===== src/rtl/ariane_regfile_lvt_fpga.sv =====
// LVT-based multi-port register file: one distributed-RAM bank per write port, plus a clear sequencer.
// Optional same-cycle write-to-read forwarding when ARIANE_REGFILE_LVT_BYPASS_EN is defined.

module ariane_regfile_lvt_fpga_bank #(
  parameter int unsigned DATA_WIDTH    = 32,
  parameter int unsigned ADDR_WIDTH    = 5,
  parameter int unsigned NR_READ_PORTS = 2
) (
  input  logic                                        clk_i,
  input  logic                                        we_i,
  input  logic [ADDR_WIDTH-1:0]                       waddr_i,
  input  logic [DATA_WIDTH-1:0]                       wdata_i,
  input  logic [NR_READ_PORTS-1:0][ADDR_WIDTH-1:0]    raddr_i,
  output logic [NR_READ_PORTS-1:0][DATA_WIDTH-1:0]    rdata_o
);
  // No reset here so the array maps onto distributed RAM; the clear sequencer zeroes it.
  logic [DATA_WIDTH-1:0] mem_q [2**ADDR_WIDTH];

  always_ff @(posedge clk_i)
    if (we_i) mem_q[waddr_i] <= wdata_i;

  for (genvar k = 0; k < NR_READ_PORTS; k++) begin : g_rd
    assign rdata_o[k] = mem_q[raddr_i[k]];
  end
endmodule

module ariane_regfile_lvt_fpga #(
  parameter int unsigned DATA_WIDTH     = 32,
  parameter int unsigned ADDR_WIDTH     = 5,
  parameter int unsigned NR_READ_PORTS  = 2,
  parameter int unsigned NR_WRITE_PORTS = 2,
  parameter bit          ZERO_REG_ZERO  = 1'b0
) (
  input  logic                                        clk_i,
  input  logic                                        rst_ni,
  input  logic                                        clear_i,
  output logic                                        init_done_o,
  input  logic [NR_READ_PORTS-1:0][ADDR_WIDTH-1:0]    raddr_i,
  output logic [NR_READ_PORTS-1:0][DATA_WIDTH-1:0]    rdata_o,
  input  logic [NR_WRITE_PORTS-1:0][ADDR_WIDTH-1:0]   waddr_i,
  input  logic [NR_WRITE_PORTS-1:0][DATA_WIDTH-1:0]   wdata_i,
  input  logic [NR_WRITE_PORTS-1:0]                   we_i
);
  localparam int unsigned NUM_WORDS = 2**ADDR_WIDTH;
  localparam int unsigned LVT_W     = (NR_WRITE_PORTS == 1) ? 1 : $clog2(NR_WRITE_PORTS);

  typedef enum logic {INIT, READY} state_e;

  state_e                                   state_q;
  logic [ADDR_WIDTH-1:0]                    clr_cnt_q;
  logic                                     init_done_q;
  logic [NUM_WORDS-1:0][LVT_W-1:0]          lvt_q;

  logic [NR_WRITE_PORTS-1:0]                bank_we_d;
  logic [NR_WRITE_PORTS-1:0][ADDR_WIDTH-1:0] bank_waddr_d;
  logic [NR_WRITE_PORTS-1:0][DATA_WIDTH-1:0] bank_wdata_d;
  logic [NR_WRITE_PORTS-1:0][NR_READ_PORTS-1:0][DATA_WIDTH-1:0] bank_rdata;

  function automatic logic zero_hit(input logic [ADDR_WIDTH-1:0] a);
    return ZERO_REG_ZERO && (a == '0);
  endfunction

  // Bank write muxing: the sequencer owns every bank during INIT; a clear request drops user writes.
  always_comb begin
    for (int j = 0; j < NR_WRITE_PORTS; j++) begin
      bank_we_d[j]    = 1'b0;
      bank_waddr_d[j] = clr_cnt_q;
      bank_wdata_d[j] = '0;
      if (state_q == INIT) begin
        bank_we_d[j] = 1'b1;
      end else if (!clear_i && we_i[j] && !zero_hit(waddr_i[j])) begin
        bank_we_d[j]    = 1'b1;
        bank_waddr_d[j] = waddr_i[j];
        bank_wdata_d[j] = wdata_i[j];
      end
    end
  end

  for (genvar j = 0; j < NR_WRITE_PORTS; j++) begin : g_bank
    ariane_regfile_lvt_fpga_bank #(
      .DATA_WIDTH    (DATA_WIDTH),
      .ADDR_WIDTH    (ADDR_WIDTH),
      .NR_READ_PORTS (NR_READ_PORTS)
    ) i_bank (
      .clk_i   (clk_i),
      .we_i    (bank_we_d[j]),
      .waddr_i (bank_waddr_d[j]),
      .wdata_i (bank_wdata_d[j]),
      .raddr_i (raddr_i),
      .rdata_o (bank_rdata[j])
    );
  end

  always_ff @(posedge clk_i or negedge rst_ni) begin
    if (!rst_ni) begin
      state_q     <= INIT;
      clr_cnt_q   <= '0;
      init_done_q <= 1'b0;
      lvt_q       <= '0;
    end else begin
      case (state_q)
        INIT: begin
          lvt_q[clr_cnt_q] <= '0;
          if (clear_i) begin
            clr_cnt_q <= '0;
          end else begin
            clr_cnt_q <= clr_cnt_q + 1'b1;
            if (clr_cnt_q == ADDR_WIDTH'(NUM_WORDS - 1)) begin
              state_q     <= READY;
              init_done_q <= 1'b1;
            end
          end
        end
        default: begin
          if (clear_i) begin
            state_q     <= INIT;
            clr_cnt_q   <= '0;
            init_done_q <= 1'b0;
          end else begin
            // Ascending loop: the highest-index port to the same word is the last assignment and wins.
            for (int j = 0; j < NR_WRITE_PORTS; j++)
              if (bank_we_d[j]) lvt_q[bank_waddr_d[j]] <= LVT_W'(j);
          end
        end
      endcase
    end
  end

  assign init_done_o = init_done_q;

  always_comb begin
    for (int k = 0; k < NR_READ_PORTS; k++) begin
      rdata_o[k] = bank_rdata[lvt_q[raddr_i[k]]][k];
      if (state_q == INIT || zero_hit(raddr_i[k])) rdata_o[k] = '0;
`ifdef ARIANE_REGFILE_LVT_BYPASS_EN
      for (int j = 0; j < NR_WRITE_PORTS; j++)
        if (state_q == READY && we_i[j] && waddr_i[j] == raddr_i[k] && !zero_hit(raddr_i[k]))
          rdata_o[k] = wdata_i[j];
`endif
    end
  end
endmodule


===== config.mk =====
export PLATFORM = sky130hd
export DESIGN_NAME = ariane_regfile_lvt_fpga
export DESIGN_NICKNAME = d
export VERILOG_FILES = /design/src/rtl/ariane_regfile_lvt_fpga.sv
export SDC_FILE = /design/constraint.sdc
export NUM_CORES = 2
export LEC_CHECK = 0
export CORE_MARGIN = 2
export CORE_UTILIZATION = 45
export DETAILED_ROUTE_END_ITERATION = 6
export PLACE_DENSITY = 0.66
export RECOVER_POWER = 25
export SYNTH_ARGS = -nofsm -noshare
export SYNTH_HDL_FRONTEND = slang
export SYNTH_SLANG_ARGS = --single-unit
export TNS_END_PERCENT = 10

===== constraint.sdc =====
create_clock -name clk_i -period 4.3 [get_ports clk_i]
set_input_delay 0.86 -clock clk_i [delete_from_list [all_inputs] [get_ports clk_i]]
set_output_delay 0.86 -clock clk_i [all_outputs]
set_load 0.03 [all_outputs]

==> summary.md <==
| Metric | Value |
|---|---|
| Status | `finished with violations` |
| Failing checks | `max-capacitance violations, max-slew violations` |
| Starting Density | `45.1%` |
| Sequential share of power | `49.9%` |
| Tmin final | `4.28 ns` |
| Port Buffer Count | `153` |
| Post-synth top cells | `edfxtp_1 (2,048), mux4_2 (1,022), mux2i_1 (234), o22ai_1 (191), buf_2 (165)` |
| Post-Syn Area per Cell | `19.7 sq um` |
| Fmax | `234 MHz` |
| # IOs | `154` |
| Drt via density | `6.79` |
| Hold Path Class | `reg -> reg` |
| Tot Pwr | `44.8 mW` |
| Crit. Startpoint | `raddr_i[2]` |
| Largest area contributor in the netlist | `edfxtp_1` |
| Synth Warn # | `0` |
| Syn_nets | `5,055` |
| Routed met2 length | `142,000 microns` |
| GRT overflow | `0` |
| DR iter-0 viols | `8,471` |
| Fin nets | `5,577` |
| First-pass DRT Iterations | `5` |
| Top routing layer in use | `met5` |
| Critical path capture point type | `output pin` |
| Worst Tran Pin Value | `2.29 ns` |
| Post-synthesis cell type count | `48` |
| Antenna violations before repair | `10` |
| WP buf/inv | `6` |
| Post-CTS setup buffer count | `0` |
| Clk pwr share | `41.9%` |
| Reg-to-reg startpoint | `state_q` |
| Yosys top cell area share | `62.9%` |
| Register clock-pin slew on the reported worst setup and hold paths | `0.06 ns` |
| Buffer levels on the longest clock path | `3` |
| CP top delay family | `buffers and inverters` |
| Synth area leaders | `edfxtp_1 (63%), mux4_2 (24%), mux2i_1 (2.4%)` |
| Total negative slack | `0 ns` |
| Final Cycle Share | `99.5%` |
| Worst endpoint data arrival time | `3.42 ns` |
| Die footprint | `221,000 sq um` |
| CP max FO | `40` |
| First-pass GRT wire length | `432,000 microns` |
| Final RePlAce weighted congestion | `0.847` |
| DRT antenna net count | `0` |
| Leak | `34.3 nW` |
| Worst-Skew Late Latency | `0.87 ns` |
| Critical path class | `in -> out` |
| Seq/Total Area, Yosys | `63.9%` |
| RSZ-0062 raised after global routing | `yes` |
| Layout cells sized above 1 | `38.7%` |
| Dpl cells | `8,124` |
| Number of buffers created by CTS | `211` |
| Final non-filler cell total | `8,520` |
| Core Rows | `171` |
| Fill count | `16.6k` |
| Post-DP HPWL | `186,000 microns` |
| Vias in the first global route | `58.0k` |
| CTS tree | `yes` |
| Switching power | `10.1 mW` |
| Post-synth EDFFs | `2,048` |
| Metal3 WL | `37,000 microns` |
| Critical-path cell list | `buf_8 > buf_12 > and2_2 > buf_12 > a22oi_1 > a21oi_1 > a21oi_1 > buf_4 > o22ai_1 > buf_4 > buf_4` |
| Final WL | `309,000 microns` |
| Largest net degree at the start of global routing | `68` |
| Slowest cell delay on critical path | `0.46 ns` |
| Pwr Density | `389 nW/um^2` |
| Final Setup Violations | `0` |
| Worst Skew | `0.0433 ns` |
| Max-slew violation count | `85` |
| Syn-to-layout area delta | `17.9%` |
| Syn Inst Count | `4,961` |
| Die height | `470 microns` |
| Fin. Hold Viols | `0` |
| Slew HR | `-52.6%` |
| Dominant synthesized flop cell | `edfxtp_1` |
| Crit path required time | `3.44 ns` |
| Power Internal | `34.7 mW` |
| Most frequent cell after synthesis | `edfxtp_1` |
| Switching share of power | `22.6%` |
| Cell mode on critical path | `buf_4` |
| Synth Cell Area | `97,700 sq um` |
| DRC viols | `0` |
| Placeable Area | `217,000 sq um` |
| Routed length on met1 | `118,000 microns` |
| CP startpoint kind | `primary input` |
| Width of the die | `470 microns` |
| Sink Count | `2,087` |
| Hold Startpoint | `init_done_o` |
| Slowest-stage cell, CP | `o22ai_1` |
| Post-layout util | `53.2%` |
| Total GRT Usage | `27.7%` |
| Via count | `57.8k` |
| Clock root buffer master | `clkbuf_16` |
| Worst VDD drop | `472 uV` |
| Portion of total power attributed to combinational logic | `8.2%` |
| Async set-reset flop share out of synthesis | `1.87%` |
| Synth Register Bits | `2,087` |
| WL/cell | `36.2 microns` |
| Max-cap viol count | `3` |
| H-tree levels | `4` |
-- power groups by stage --
stage          clock, mW  sequential, mW  combinational [mW]
6_report            18.8            22.4                3.67
4_1_cts             19.0            22.4                3.64
3_3_place_gp           0            22.8                3.60
3_5_place_dp           0            22.8                3.62
2_1_floorplan          0            22.8                2.12
5_1_grt             19.8            22.4                3.80
-- worst register-to-register path, delay by kind of cell, from the launching register on --
family	cells	cell delay (ns)
AOI/OAI and AO/OA	1	0.25
buffers and inverters	4	1.31
DFF	1	0.32
and+or+nand+nor	3	1.93
-- final cells by class --
| cell class | instances | area, sq um | area share, % |
|---|---|---|---|
| antenna | 8 | 20.0 | 0.0174 |
| sequential | 2087 | 62500 | 54.2 |
| multi-input combinational | 2467 | 33900 | 29.4 |
| timing repair buffer | 712 | 8150 | 7.07 |
| clock inverter | 137 | 1620 | 1.41 |
| inverter | 4 | 15.0 | 0.0130 |
| tap | 2854 | 3570 | 3.10 |
| clock buffer | 251 | 5450 | 4.73 |
-- flip-flops by register name, indices dropped and copies added (netlist names) --
register / flops
clr_cnt_q: 5
g_bank.i_bank.mem_q: 2048
init_done_o: 1
lvt_q: 32
state_q: 1
-- stage by stage --
step	cell area, sq um	hold WS [ns]	setup WS [ns]
2_1_floorplan	97700	0.533	0.287
3_3_place_gp	108000	0.497	-0.446
3_5_place_dp	108000	0.509	-0.487
4_1_cts	115000	0.103	-0.0112
5_1_grt	115000	0.568	-0.0807
6_report	115000	0.522	0.0219
-- layout by cell type, fill, tap and decap left out, types with 28 or more instances in the layout --
cell type	n
edfxtp_1	2048
mux4_2	1022
buf_4	374
mux2i_1	234
clkbuf_16	212
buf_12	204
o22ai_1	186
a21oi_1	154
mux2_2	98
a22oi_1	78
nor2_1	77
clkdlybuf4s50_1	77
nor2b_1	68
nand2_1	67
nor2_4	66
o21ai_0	66
clkinv_1	47
clkbuf_1	46
and2_1	43
dfrtp_1	39
nand2b_1	38
clkinv_2	34
a211oi_1	33
clkbuf_2	33
a211o_1	32
a31oi_1	32
o221ai_1	32
a221oi_2	30
bufinv_16	28
-- layer usage --
metal	GRT usage [%]	vias up
met4	9.68	4
met5	0	-
met2	42.2	3944
li1	-	22600
met1	39.6	30800
met3	6.00	497
-- final timing paths --
kind                                                      end  slack [ns]  cells after the start
worst max-delay path                               rdata_o[8]        0.02                     11
min in group asynchronous                             state_q        0.66                      1
worst min-delay path                              init_done_o        0.52                      1
max in group asynchronous                           lvt_q[11]        2.32                      1
worst min register to register                    init_done_o        0.52                      1
worst max register to register  g_bank[1].i_bank.mem_q[30][8]        0.15                      8
-- repair_timing --
| action | in CTS | in global routing |
|---|---|---|
| pin swaps | 1 | 0 |
| hold buffers | 0 | 0 |
| gates resized for setup | 16 | 14 |
| endpoints found under the setup margin | 11 | 20 |
| hold endpoints to repair | 0 | 0 |
-- kinds of logic (layout without fill, tap and decap cells) --
| kind of cell | count (synthesis) | count (layout) | synth area share [%] |
|---|---|---|---|
| flops | 2087 | 2087 | 63.9 |
| fa+ha+maj | 5 | 5 | 0.0640 |
| other cells | 0 | 8 | 0 |
| buf+inv | 407 | 1104 | 2.05 |
| compound gates | 674 | 674 | 4.63 |
| mux | 1354 | 1354 | 27.1 |
| xor+xnor | 3 | 3 | 0.0269 |
| simple gates | 431 | 431 | 2.22 |
No activity file was read; power rests on OpenSTA's default activity.
